## src/rtl/ide_host.sv

```systemverilog
// IDE/ATA PIO host: programs LBA and command registers, streams one
// sector through the data register, then polls status until ready.
module ide_host #(
   parameter int SECTOR_BYTES  = 512,
   parameter int STROBE_CYCLES = 2,
   parameter int POLL_LIMIT    = 1024
) (
   input  logic        clk,
   input  logic        arst,
   input  logic        start,
   input  logic        op,
   input  logic [23:0] lba,
   input  logic [7:0]  wr_data,
   input  logic        wr_valid,
   output logic        wr_ready,
   output logic [7:0]  rd_data,
   output logic        rd_valid,
   input  logic        rd_ready,
   output logic        busy,
   output logic        done,
   output logic        error,
   output logic        ide_ce_n,
   output logic        ide_oe_n,
   output logic        ide_we_n,
   output logic [2:0]  ide_addr,
   output logic [7:0]  ide_dout,
   input  logic [7:0]  ide_din,
   output logic        ide_doe
);

   localparam int SW = $clog2(STROBE_CYCLES + 1);
   localparam int PW = $clog2(POLL_LIMIT + 1);
   localparam logic [SW-1:0] S_LAST = SW'(STROBE_CYCLES - 1);
   localparam logic [PW-1:0] P_MAX  = PW'(POLL_LIMIT);
   localparam logic [9:0]    B_MAX  = 10'(SECTOR_BYTES);

   typedef enum logic [2:0] {
      S_IDLE, S_LBA0, S_LBA1, S_LBA2, S_CMD, S_XFER, S_POLL, S_DONE
   } state_t;

   typedef enum logic [1:0] {
      P_GAP, P_SETUP, P_STROBE, P_HOLD
   } phase_t;

   state_t        st_q;
   phase_t        ph_q;
   logic [SW-1:0] scnt_q;
   logic [9:0]    bcnt_q;
   logic [9:0]    bcnt_d;
   logic [PW-1:0] pcnt_q;
   logic [PW-1:0] pcnt_d;
   logic          op_q;
   logic [23:0]   lba_q;
   logic          acc_wr_q;
   logic [7:0]    rbuf_q;
   logic [7:0]    wbyte_q;
   logic          have_q;
   logic          ce_n_q, oe_n_q, we_n_q, doe_q;
   logic [2:0]    addr_q;
   logic [7:0]    dout_q;
   logic          busy_q, done_q, err_q;
   logic          wr_ready_q, rd_valid_q;
   logic [7:0]    rd_data_q;

   logic          go_d;
   logic          go_wr_d;
   logic [2:0]    go_addr_d;
   logic [7:0]    go_data_d;

   assign bcnt_d = bcnt_q + 10'd1;
   assign pcnt_d = pcnt_q + PW'(1);

   // Pick the next bus access the current state wants, if any
   always_comb begin
      go_d      = 1'b0;
      go_wr_d   = 1'b1;
      go_addr_d = 3'd0;
      go_data_d = 8'h00;
      unique case (st_q)
         S_LBA0: begin
            go_d      = 1'b1;
            go_addr_d = 3'd3;
            go_data_d = lba_q[7:0];
         end
         S_LBA1: begin
            go_d      = 1'b1;
            go_addr_d = 3'd4;
            go_data_d = lba_q[15:8];
         end
         S_LBA2: begin
            go_d      = 1'b1;
            go_addr_d = 3'd5;
            go_data_d = lba_q[23:16];
         end
         S_CMD: begin
            go_d      = 1'b1;
            go_addr_d = 3'd7;
            go_data_d = op_q ? 8'h30 : 8'h20;
         end
         S_XFER: begin
            if (op_q) begin
               go_d      = have_q;
               go_data_d = wbyte_q;
            end else begin
               go_wr_d = 1'b0;
               go_d    = !rd_valid_q && (bcnt_q != B_MAX);
            end
         end
         S_POLL: begin
            go_d      = 1'b1;
            go_wr_d   = 1'b0;
            go_addr_d = 3'd7;
         end
         default: ;
      endcase
   end

   // Control FSM and bus access sequencer with registered outputs
   always_ff @(posedge clk) begin
      if (arst) begin
         st_q       <= S_IDLE;
         ph_q       <= P_GAP;
         scnt_q     <= '0;
         bcnt_q     <= '0;
         pcnt_q     <= '0;
         op_q       <= 1'b0;
         lba_q      <= '0;
         acc_wr_q   <= 1'b0;
         rbuf_q     <= '0;
         wbyte_q    <= '0;
         have_q     <= 1'b0;
         ce_n_q     <= 1'b1;
         oe_n_q     <= 1'b1;
         we_n_q     <= 1'b1;
         doe_q      <= 1'b0;
         addr_q     <= '0;
         dout_q     <= '0;
         busy_q     <= 1'b0;
         done_q     <= 1'b0;
         err_q      <= 1'b0;
         wr_ready_q <= 1'b0;
         rd_valid_q <= 1'b0;
         rd_data_q  <= '0;
      end else begin
         done_q <= 1'b0;
         unique case (ph_q)
            P_SETUP: begin
               ph_q   <= P_STROBE;
               scnt_q <= '0;
               if (acc_wr_q) we_n_q <= 1'b0;
               else          oe_n_q <= 1'b0;
            end
            P_STROBE: begin
               if (scnt_q == S_LAST) begin
                  ph_q   <= P_HOLD;
                  oe_n_q <= 1'b1;
                  we_n_q <= 1'b1;
                  if (!acc_wr_q) rbuf_q <= ide_din;
               end else begin
                  scnt_q <= scnt_q + SW'(1);
               end
            end
            P_HOLD: begin
               ph_q   <= P_GAP;
               ce_n_q <= 1'b1;
               doe_q  <= 1'b0;
               unique case (st_q)
                  S_LBA0: st_q <= S_LBA1;
                  S_LBA1: st_q <= S_LBA2;
                  S_LBA2: st_q <= S_CMD;
                  S_CMD:  st_q <= S_XFER;
                  S_XFER: begin
                     bcnt_q <= bcnt_d;
                     if (op_q) begin
                        have_q <= 1'b0;
                     end else begin
                        rd_data_q  <= rbuf_q;
                        rd_valid_q <= 1'b1;
                     end
                  end
                  S_POLL: begin
                     pcnt_q <= pcnt_d;
                     if (!rbuf_q[3]) begin
                        st_q   <= S_DONE;
                        done_q <= 1'b1;
                     end else if (pcnt_d == P_MAX) begin
                        err_q  <= 1'b1;
                        st_q   <= S_DONE;
                        done_q <= 1'b1;
                     end
                  end
                  default: ;
               endcase
            end
            P_GAP: begin
               if (go_d) begin
                  ph_q     <= P_SETUP;
                  ce_n_q   <= 1'b0;
                  addr_q   <= go_addr_d;
                  dout_q   <= go_data_d;
                  doe_q    <= go_wr_d;
                  acc_wr_q <= go_wr_d;
               end
               unique case (st_q)
                  S_IDLE: begin
                     if (start) begin
                        st_q   <= S_LBA0;
                        busy_q <= 1'b1;
                        err_q  <= 1'b0;
                        op_q   <= op;
                        lba_q  <= lba;
                        bcnt_q <= '0;
                        pcnt_q <= '0;
                     end
                  end
                  S_XFER: begin
                     if (op_q) begin
                        // wr_ready is raised only once wr_valid is seen,
                        // so it is a single-clock take pulse
                        if (wr_ready_q) begin
                           wr_ready_q <= 1'b0;
                           if (wr_valid) begin
                              wbyte_q <= wr_data;
                              have_q  <= 1'b1;
                           end
                        end else if (!have_q && bcnt_q != B_MAX) begin
                           if (wr_valid) wr_ready_q <= 1'b1;
                        end else if (!have_q) begin
                           st_q <= S_POLL;
                        end
                     end else begin
                        if (rd_valid_q) begin
                           if (rd_ready) rd_valid_q <= 1'b0;
                        end else if (bcnt_q == B_MAX) begin
                           st_q <= S_POLL;
                        end
                     end
                  end
                  S_DONE: begin
                     st_q   <= S_IDLE;
                     busy_q <= 1'b0;
                  end
                  default: ;
               endcase
            end
            default: ;
         endcase
      end
   end

   assign ide_ce_n = ce_n_q;
   assign ide_oe_n = oe_n_q;
   assign ide_we_n = we_n_q;
   assign ide_doe  = doe_q;
   assign ide_addr = addr_q;
   assign ide_dout = dout_q;
   assign busy     = busy_q;
   assign done     = done_q;
   assign error    = err_q;
   assign wr_ready = wr_ready_q;
   assign rd_valid = rd_valid_q;
   assign rd_data  = rd_data_q;

endmodule

```

## config.mk

```make
export PLATFORM = sky130hd
export DESIGN_NAME = ide_host
export DESIGN_NICKNAME = d
export VERILOG_FILES = /design/src/rtl/ide_host.sv
export SDC_FILE = /design/constraint.sdc
export NUM_CORES = 1
export LEC_CHECK = 0
export ABC_AREA = 1
export BUFFER_PORTS_ARGS = -buffer_cell sky130_fd_sc_hd__buf_2
export CAP_MARGIN = 0
export CORE_MARGIN = 4
export CORE_UTILIZATION = 61
export CTS_CLUSTER_SIZE = 24
export DETAILED_ROUTE_END_ITERATION = 7
export HOLD_SLACK_MARGIN = 0.02
export PLACE_DENSITY = 0.85
export SYNTH_ARGS = -nofsm -noshare
export SYNTH_HDL_FRONTEND = slang
export SYNTH_SLANG_ARGS = --single-unit
```

## constraint.sdc

```tcl
create_clock -name clk -period 4.6 [get_ports clk]
set_input_delay 0.69 -clock clk [delete_from_list [all_inputs] [get_ports clk]]
set_output_delay 0.69 -clock clk [all_outputs]
set_load 0.02 [all_outputs]
```

After elaboration in Yosys (flattened, before gate mapping)
Index checks and enable logic that the tools add are counted.
{"block": "totals", "reg_bits": 99, "out_inout_bits": 28, "wordCells": 171}
{"block": "classes", "n_addsub": 3, "eq_ne": 42, "n_mux": 69, "n_bitwise": 4, "n_reduce_logical": 30}
{"op": "one-hot mux 8 bit (5 select lines)", "n": 1}
{"op": "!= test 2 bit, second input constant", "n": 18}
{"op": "two-way mux 11 bit", "n": 3}
{"op": "two-way mux 1 bit", "n": 30}
{"op": "two-way mux 10 bit", "n": 3}
{"op": "two-way mux 3 bit", "n": 9}
{"op": "!= test 4 bit, second input constant", "n": 6}
{"op": "one-hot mux 11 bit (2 select lines)", "n": 1}
{"op": "AND reduction 3 bit", "n": 7}
{"op": "one-hot mux 1 bit (2 select lines)", "n": 10}
{"op": "one-hot mux 10 bit (2 select lines)", "n": 1}
{"op": "one-hot mux 3 bit (5 select lines)", "n": 1}
{"op": "equality test 3 bit, second input constant", "n": 4}
{"op": "one-hot mux 3 bit (4 select lines)", "n": 1}
{"op": "adder 11 x 1 -> 11 bit, second input constant", "n": 1}
{"op": "equality test 11 bit, second input constant", "n": 1}
{"op": "adder 10 x 1 -> 10 bit, second input constant", "n": 1}
{"op": "equality test 10 bit, second input constant", "n": 1}
{"op": "!= test 10 bit, second input constant", "n": 1}
{"op": "AND reduction 10 bit", "n": 1}
{"op": "AND reduction 5 bit", "n": 2}
{"op": "one-hot mux 3 bit (3 select lines)", "n": 1}
{"op": "two-way mux 8 bit", "n": 1}
{"op": "one-hot mux 2 bit (4 select lines)", "n": 1}
{"op": "other kinds (26)", "n": 42}

Longest topological paths before layout
Gate-level depths: netlist (run 1).
{"block": "logic_depth", "ltp_word": 7, "ltp_mapped": 13, "mapped_depth_nobuf": 13}

Worst setup path before layout (run 1)
Ideal clock, no wire load.
{"block": "synth_path", "path_kind": "reg-to-reg", "startpoint": "reg ph_q[0]", "endpoint": "reg bcnt_q[9]", "setup_ns": 0.118, "t_arrival_ns": 1.556, "required_ns": 4.482, "slack_ns": 2.926, "path_stages_with_launch": 13, "cell_sequence": "dfxtp_1 > inv_1 > ha_1 > inv_1 > nand2_1 > nand2_2 > nand2_4 > nor2_4 > nand2_2 > inv_2 > nand2_2 > nor3_1 > nor2_1"}
{"block": "synth_via", "elab_chain_cells": 3}
{"item": "start, declared", "line": "46", "text": "phase_t ph_q;"}
{"item": "start signal, assigned", "line": "122", "text": "ph_q <= P_GAP;"}
{"item": "start signal, assigned", "line": "148", "text": "ph_q <= P_STROBE;"}
{"item": "start signal, assigned", "line": "155", "text": "ph_q <= P_HOLD;"}
{"item": "equality test 2 bit / zero test 2 bit (equally long branches)", "line": "146", "text": "unique case (ph_q)"}
{"item": "!= test 2 bit (no line) (tied with other cells)"}
{"item": "AND reduction 4 bit (no line)"}
{"item": "end signal, assigned", "line": "173", "text": "bcnt_q <= bcnt_d;"}
{"item": "end, declared", "line": "48", "text": "logic [9:0] bcnt_q;"}
Parallel ways exist; a longest one is shown, timed or not.
A chain may end at the register's enable or synchronous reset.

Worst setup path in the final report (run 1)
{"block": "layout_path", "startpoint": "reg ph_q[0]", "endpoint": "reg pcnt_q[6]"}
{"block": "layout_via", "elab_chain_cells": 3}
{"item": "equality test 2 bit / zero test 2 bit (equally long branches)", "line": "146"}
{"item": "!= test 2 bit (no line) (tied with other cells)"}
{"item": "AND reduction 4 bit (no line)"}
{"item": "end signal, assigned", "line": "182", "text": "pcnt_q <= pcnt_d;"}
{"item": "end, declared", "line": "50", "text": "logic [PW-1:0] pcnt_q;"}
Parallel ways exist; a longest one is shown, timed or not.

==> impl_metrics.py, run 1 <==
metrics = {
    "place": {
        "placed_area_sq_um": 4969,
        "worst_setup_slack_post_dpl_ns": 2.073,
        "place_hpwl_mm": 7.791,
        "port_buffers": 73,
        "gp_routability_congestion": 0.8664,
    },
    "synthesis": {
        "synth.most_common_cell": "sky130_fd_sc_hd__nand2_1",
        "synth.avg_cell_area_sq_um": 7.147,
        "synth_sequential_area_ratio_pct": 43.33,
        "top_reg_cell_synth": "sky130_fd_sc_hd__dfxtp_1",
        "asyncSetResetFlopFracSynth_pct": 0,
        "synth.yosys.warnings": 0,
        "synth_cell_types": 42,
        "synthDominantAreaCellType": "sky130_fd_sc_hd__dfxtp_1",
        "synth.cell_area_sq_um": 4574,
        "synth_edf_count": 0,
        "synth_seq_cells": 99,
        "synth_top_area_share_pct": 43.33,
        "synth.net_count": 696,
        "leading_post_synthesis_cells_by_instance_count": "109 x sky130_fd_sc_hd__nand2_1, 99 x sky130_fd_sc_hd__dfxtp_1, 96 x sky130_fd_sc_hd__nor2_1",
        "synthTopCellsByArea": "sky130_fd_sc_hd__dfxtp_1 43%, sky130_fd_sc_hd__nand2_1 8.9%, sky130_fd_sc_hd__nor2_1 7.9%",
        "netlist_instances": 640,
    },
    "floorplanning": {
        "rows": 31,
        "floorplan.die.width_microns": 94.60,
        "initial_core_util_pct": 63.07,
        "die_area_sq_um": 8948,
        "die_y_microns": 94.60,
        "top_level_ports": 74,
        "core_area_sq_um": 7253,
    },
    "drt": {
        "routed_wire_length_mm": 10.86,
        "dr.first_iter.drc_count": 316,
        "dr.pass1.iters": 5,
        "vias_per_cell": 5.443,
        "wl_per_cell_microns": 13.47,
        "ant_nets": 0,
        "vias": 4387,
        "drc": 0,
    },
    "timing": {
        "setup_viol": 0,
        "final-max-slew-violation-count": 0,
        "finalHoldViolations": 0,
        "timing.final.ws_setup_ns": 1.993,
        "worst_slew_pin_slew_ns": 0.7535,
        "layout_min_cycle_time_ns": 2.607,
        "fin_worst_skew_ns": 0.01317,
        "rsz0062_at_grt": "no",
        "timing.fmax_mhz": 383.5,
        "hold_worst_slack_ns": 0.4573,
        "timing.final.crit_share_pct": 56.68,
        "totalNegativeSetupSlack_ns": 0,
        "slew_headroom_pct": 49.58,
    },
    "critical_path": {
        "cp-end-kind": "register",
        "worstPathArrival_ns": 2.90,
        "timing_worst_setup_path_type": "register to register",
        "path_max_fanout": 52,
        "worst_ep_required_time_ns": 4.90,
        "reg2reg_depth": 11,
        "worst_setup_path_start_kind": "register",
    },
    "clocking": {
        "tritoncts": "yes",
        "cts-htree-levels": 3,
        "cts_buffer_depth": 2,
        "cts_buffers": 9,
        "post-cts-setup-buffer-count": 0,
        "clockRootBuffer": "sky130_fd_sc_hd__clkbuf_8",
        "worstSkewPairLatency_ns": 0.37,
        "clock_pin_slew_worst_setup_and_hold_paths_ns": 0.10,
        "cts_repair_resize_count": 0,
        "postCtsHoldBufs": 0,
        "cts_num_sinks": 99,
    },
    "power_and_ir_drop": {
        "p_leak_uw": 0.002237,
        "powerDensity_nw_per_um2": 562.1,
        "ir_drop_worst_vdd_uv": 397.5,
    },
    "cells_and_area": {
        "final_net_count": 758,
        "finish.instance_area_sq_um": 5223,
        "count_of_antenna_diodes_in_the_layout": 0,
        "area.growth.synth_to_final_pct": 14.17,
        "fillers": 605,
        "post_route_cells_drive_above_1_share_pct": 16.69,
    },
    "grt": {
        "overflow": 0,
        "number_of_global_route_vias_before_repair": 3965,
        "grt_pass1_wl_mm": 17.95,
        "antenna_found_initial": 0,
        "grt_max_degree": 53,
        "globalRouteTotalUtil_pct": 25.09,
    },
    "run_status": {
        "outcome": "finished, final reports clean",
    },
    "hold_path": {
        "min_path_cells": 2,
        "timing.hold.worst.class": "register to register",
    },
    "run": {
        "max_cap_viol_count": 0,
    },
}
worst paths after layout:
check	from	endpoint	slack, ns
worst max-delay path	ph_q[0]$_SDFFE_PP0P_	pcnt_q[6]$_SDFFE_PP0P_	1.99
worst min-delay path	have_q$_SDFFE_PP0P_	have_q$_SDFFE_PP0P_	0.46
worst max register to register	ph_q[0]$_SDFFE_PP0P_	pcnt_q[6]$_SDFFE_PP0P_	1.99
worst min register to register	have_q$_SDFFE_PP0P_	have_q$_SDFFE_PP0P_	0.46
final cells by class:
cell class,instances,area [sq um],area share [%]
Clock buffer,10,137.6,2.635
Clock inverter,6,116.4,2.228
Inverter,76,286.5,5.486
Multi-Input combinational cell,441,2196,42.05
Sequential cell,99,1982,37.95
Tap cell,99,123.9,2.372
Timing Repair Buffer,75,380.4,7.283
layer usage:
metal / vias up / global-route usage [%] / share of wire (%)
li1: 2222 / - / -
met1: 2030 / 33.76 / 46
met2: 116 / 40.54 / 46
met3: 19 / 4.542 / 5.8
met4: 0 / 8.774 / 1.9
met5: - / 0 / 0
critical path: stages, from the launching register on:
cell	delay, ns
sky130_fd_sc_hd__dfxtp_1	0.35
sky130_fd_sc_hd__inv_1	0.10
sky130_fd_sc_hd__ha_1	0.51
sky130_fd_sc_hd__nand4_2	0.15
sky130_fd_sc_hd__buf_4	0.30
sky130_fd_sc_hd__nand2_2	0.15
sky130_fd_sc_hd__nand2_1	0.31
sky130_fd_sc_hd__nor2_4	0.34
sky130_fd_sc_hd__inv_2	0.08
sky130_fd_sc_hd__nor2_1	0.10
sky130_fd_sc_hd__a21oi_1	0.05
sky130_fd_sc_hd__nor2_1	0.11
report_power, final:
part / internal [uW] / leakage, uW / switching, uW / total (uW)
clock: 382 / 0.000128 / 319 / 701
combinational: 343 / 0.00130 / 722 / 1060
sequential: 1040 / 0.000807 / 127 / 1170
total: 1770 / 0.00224 / 1170 / 2940
state kept, by name, summed over array words and instances (netlist names), 3 cells and up:
register and count:
lba_q 24, pcnt_q 11, bcnt_q 10, ide_dout 8, rbuf_q 8, rd_data 8, wbyte_q 8, ide_addr 3
st_q 3
layout by cell type, fill, tap and decap left out, types with 2 or more instances in the layout:
cell type                   netlist  final
sky130_fd_sc_hd__nand2_1        109    109
sky130_fd_sc_hd__dfxtp_1         99     99
sky130_fd_sc_hd__nor2_1          96     96
sky130_fd_sc_hd__buf_2            6     73
sky130_fd_sc_hd__inv_1           68     68
sky130_fd_sc_hd__a21oi_1         66     66
sky130_fd_sc_hd__o21ai_0         58     58
sky130_fd_sc_hd__nand3_1         35     35
sky130_fd_sc_hd__ha_1            10     10
sky130_fd_sc_hd__clkbuf_8         0     10
sky130_fd_sc_hd__o22ai_1          8      8
sky130_fd_sc_hd__o21ai_1          7      7
sky130_fd_sc_hd__inv_2            6      6
sky130_fd_sc_hd__nand2_2          5      5
sky130_fd_sc_hd__nor3_1           4      4
sky130_fd_sc_hd__nand4_1          4      4
sky130_fd_sc_hd__nand3b_1         4      4
sky130_fd_sc_hd__o211ai_1         4      4
sky130_fd_sc_hd__nor2_4           3      3
sky130_fd_sc_hd__o2111ai_1        3      3
sky130_fd_sc_hd__a31oi_1          3      3
sky130_fd_sc_hd__bufinv_16        0      3
sky130_fd_sc_hd__inv_6            0      3
sky130_fd_sc_hd__a211oi_1         2      2
sky130_fd_sc_hd__o31ai_1          2      2
sky130_fd_sc_hd__nand2_4          2      2
sky130_fd_sc_hd__or2_2            2      2
sky130_fd_sc_hd__o21a_1           2      2
sky130_fd_sc_hd__o21ai_2          2      2
sky130_fd_sc_hd__a22oi_1          2      2
sky130_fd_sc_hd__buf_4            1      2
kinds of logic (layout without fill, tap and decap cells):
family | Yosys count | in the layout | share of synthesized area [%]
flip-flops | 99 | 99 | 43.33
AND/OR/NAND/NOR | 269 | 269 | 25.96
AO/OA/AOI/OAI | 162 | 162 | 19.31
buffers and inverters | 100 | 167 | 8.670
adder cells (fa/ha/maj) | 10 | 10 | 2.735
through the flow:
step	utilization (%)	power, uW	instances
after floorplan	-	1979	640
after global placement	68.50	2191	790
after detailed placement	68.50	2233	790
after CTS	72.00	2931	806
after global routing	72.00	3137	806
final	72.00	2936	806
Power figures use the tool's default switching activity.
==> inputs of run 2 (changes only) <==
Settings changed: CORE_UTILIZATION 61 to 56, PLACE_DENSITY 0.85 to 0.79.
Clock period 4.6 ns to 2.6 ns, I/O delays scaled along.
==> impl_metrics.py, run 2 (synthesis results as in run 1) <==
metrics = {
    "run_status": {
        "outcome": "finished, final reports clean",
    },
    "place": {
        "port_buffers": 73,
        "worst_setup_slack_post_dpl_ns": 0.5606,
        "gp_routability_congestion": 0.9165,
        "place_hpwl_mm": 7.748,
    },
    "drt": {
        "wl_per_cell_microns": 12.95,
        "routed_wire_length_mm": 10.54,
        "drc": 0,
        "vias_per_cell": 5.292,
        "dr.first_iter.drc_count": 365,
        "dr.pass1.iters": 7,
        "vias": 4308,
        "ant_nets": 0,
    },
    "timing": {
        "worst_slew_pin_slew_ns": 0.5306,
        "final-max-slew-violation-count": 0,
        "finalHoldViolations": 0,
        "timing.final.ws_setup_ns": 0.4954,
        "timing.final.crit_share_pct": 80.94,
        "fin_worst_skew_ns": 0.007697,
        "setup_viol": 0,
        "slew_headroom_pct": 64.63,
        "rsz0062_at_grt": "no",
        "totalNegativeSetupSlack_ns": 0,
        "timing.fmax_mhz": 475.2,
        "layout_min_cycle_time_ns": 2.105,
    },
    "hold_path": {
        "holdCritStartpoint": "ide_din[2]",
        "holdPathEnd": "rbuf_q[2]$_SDFFE_PP0P_",
        "min_path_cells": 3,
        "timing.hold.worst.class": "input pin to register",
    },
    "clocking": {
        "cts_buffer_depth": 2,
        "postCtsHoldBufs": 0,
        "cts_buffers": 9,
        "clockRootBuffer": "sky130_fd_sc_hd__clkbuf_8",
        "worstSkewPairLatency_ns": 0.36,
        "cts_num_sinks": 99,
        "post-cts-setup-buffer-count": 0,
        "cts_repair_resize_count": 0,
        "clock_pin_slew_worst_setup_and_hold_paths_ns": 0.10,
        "cts-htree-levels": 3,
        "tritoncts": "yes",
    },
    "floorplanning": {
        "initial_core_util_pct": 58.29,
        "rows": 32,
        "floorplan.die.width_microns": 98.38,
        "top_level_ports": 74,
        "core_area_sq_um": 7848,
        "die_area_sq_um": 9679,
        "die_y_microns": 98.38,
    },
    "cells_and_area": {
        "most_frequent_cells_in_the_layout": "109 x sky130_fd_sc_hd__nand2_1, 99 x sky130_fd_sc_hd__dfxtp_1, 96 x sky130_fd_sc_hd__nor2_1, 73 x sky130_fd_sc_hd__buf_2, 68 x sky130_fd_sc_hd__inv_1",
        "count_of_antenna_diodes_in_the_layout": 0,
        "largest_register_ff_count": 24,
        "most_common_cell_after_layout_fill_and_taps_aside": "sky130_fd_sc_hd__nand2_1",
        "final_net_count": 763,
        "area.growth.synth_to_final_pct": 14.06,
        "registers_with_the_highest_flip_flop_counts": "lba_q x24, pcnt_q x11, bcnt_q x10",
        "register_ranked_first_by_flip_flop_count": "lba_q",
        "post_route_cells_drive_above_1_share_pct": 17.28,
    },
    "run": {
        "max_cap_viol_count": 0,
    },
    "critical_path": {
        "timing.critical_path.cells": "inv_1 -> ha_1 -> nand4_2 -> nand2_2 -> nand2_4 -> o21ai_2 -> inv_1 -> o21ai_0 -> nor2_1",
        "cp-end-kind": "register",
        "worst_r2r_startpoint": "ph_q[0]$_SDFFE_PP0P_",
        "worst_setup_path_start_kind": "register",
        "timing.critical_path.mode_cell": "sky130_fd_sc_hd__inv_1",
        "timing.reg2reg.setup_slack_ns": 0.50,
        "cpPeakStageDelay_ns": 0.50,
        "worst_ep_required_time_ns": 2.87,
        "worstPathArrival_ns": 2.37,
        "worst_path_max_delay_cell": "sky130_fd_sc_hd__ha_1",
        "critical_path.reg2reg.endpoint": "bcnt_q[6]$_SDFFE_PP0P_",
        "reg2reg_depth": 9,
        "path_max_fanout": 13,
        "timing_worst_setup_path_type": "register to register",
    },
    "power_and_ir_drop": {
        "powerDensity_nw_per_um2": 959.1,
        "ir_drop_worst_vdd_uv": 449.7,
        "p_leak_uw": 0.002236,
        "post-layout-total-power_uw": 5004,
    },
    "grt": {
        "globalRouteTotalUtil_pct": 22.02,
        "grt_pass1_wl_mm": 17.71,
        "number_of_global_route_vias_before_repair": 3908,
        "antenna_found_initial": 0,
        "grt_max_degree": 52,
        "overflow": 0,
    },
}
==> run 2: changes by cell type in the layout (fill, tap and decap cells not counted), sizes merged <==
cell / before / now
buf: 75 / 80
bufinv: 3 / 1
clkinv: 2 / 4
clkbuf: 10 / 9
clkinvlp: 0 / 1
==> run 2: worst max path at each step <==
stage | start | endpoint | depth (start not counted)
after floorplan | ph_q[0]$_SDFFE_PP0P_ | bcnt_q[9]$_SDFFE_PP0P_ | 12
after global placement | ph_q[0]$_SDFFE_PP0P_ | bcnt_q[6]$_SDFFE_PP0P_ | 9
after detailed placement | ph_q[0]$_SDFFE_PP0P_ | bcnt_q[6]$_SDFFE_PP0P_ | 9
after CTS | ph_q[0]$_SDFFE_PP0P_ | bcnt_q[6]$_SDFFE_PP0P_ | 9
after global routing | ph_q[0]$_SDFFE_PP0P_ | bcnt_q[3]$_SDFFE_PP0P_ | 9
final | ph_q[0]$_SDFFE_PP0P_ | bcnt_q[6]$_SDFFE_PP0P_ | 9
==> run 2: layout make-up <==
type                    instances  area, sq um
clock buffers                   9        123.9
repair buffers                 80        417.9
fillers                       707         2630
well taps                     102        127.6
clock inverters                 7        83.83
multi-input cells             441         2196
flip-flops and latches         99         1982
inverters                      76        286.5
==> run 2: report_power, final <==
part / total (uW) / switching (uW) / internal (uW) / leakage (uW)
logic: 1900 / 1270 / 630 / 0.00133
registers: 2070 / 224 / 1850 / 0.000807
clock network: 1030 / 569 / 462 / 0.000102
==> run 2: through the flow <==
step	instance area, sq um	hold slack [ns]	std cells	util (%)
4_1_cts	5218	0.2370	814	66.49
3_5_place_dp	5010	0.4397	798	63.84
5_1_grt	5218	0.2528	814	66.49
2_1_floorplan	4574	0.4237	640	-
3_3_place_gp	5010	0.4342	798	63.84
6_report	5218	0.2520	814	66.49
==> run 2: critical path: cells and delay by family (launching register included) <==
family | cells | cell delay, ns
buf+inv | 2 | 0.28
simple gates | 4 | 0.51
fa+ha+maj | 1 | 0.50
compound gates | 2 | 0.37
flops | 1 | 0.34
==> run 2: metal layers <==
layer	track usage [%]	up-vias	wire length, microns
li1	-	2236	-
met1	30.42	1944	4966
met2	35.41	114	4931
met3	3.714	14	525
met4	6.513	0	119
met5	0	-	0
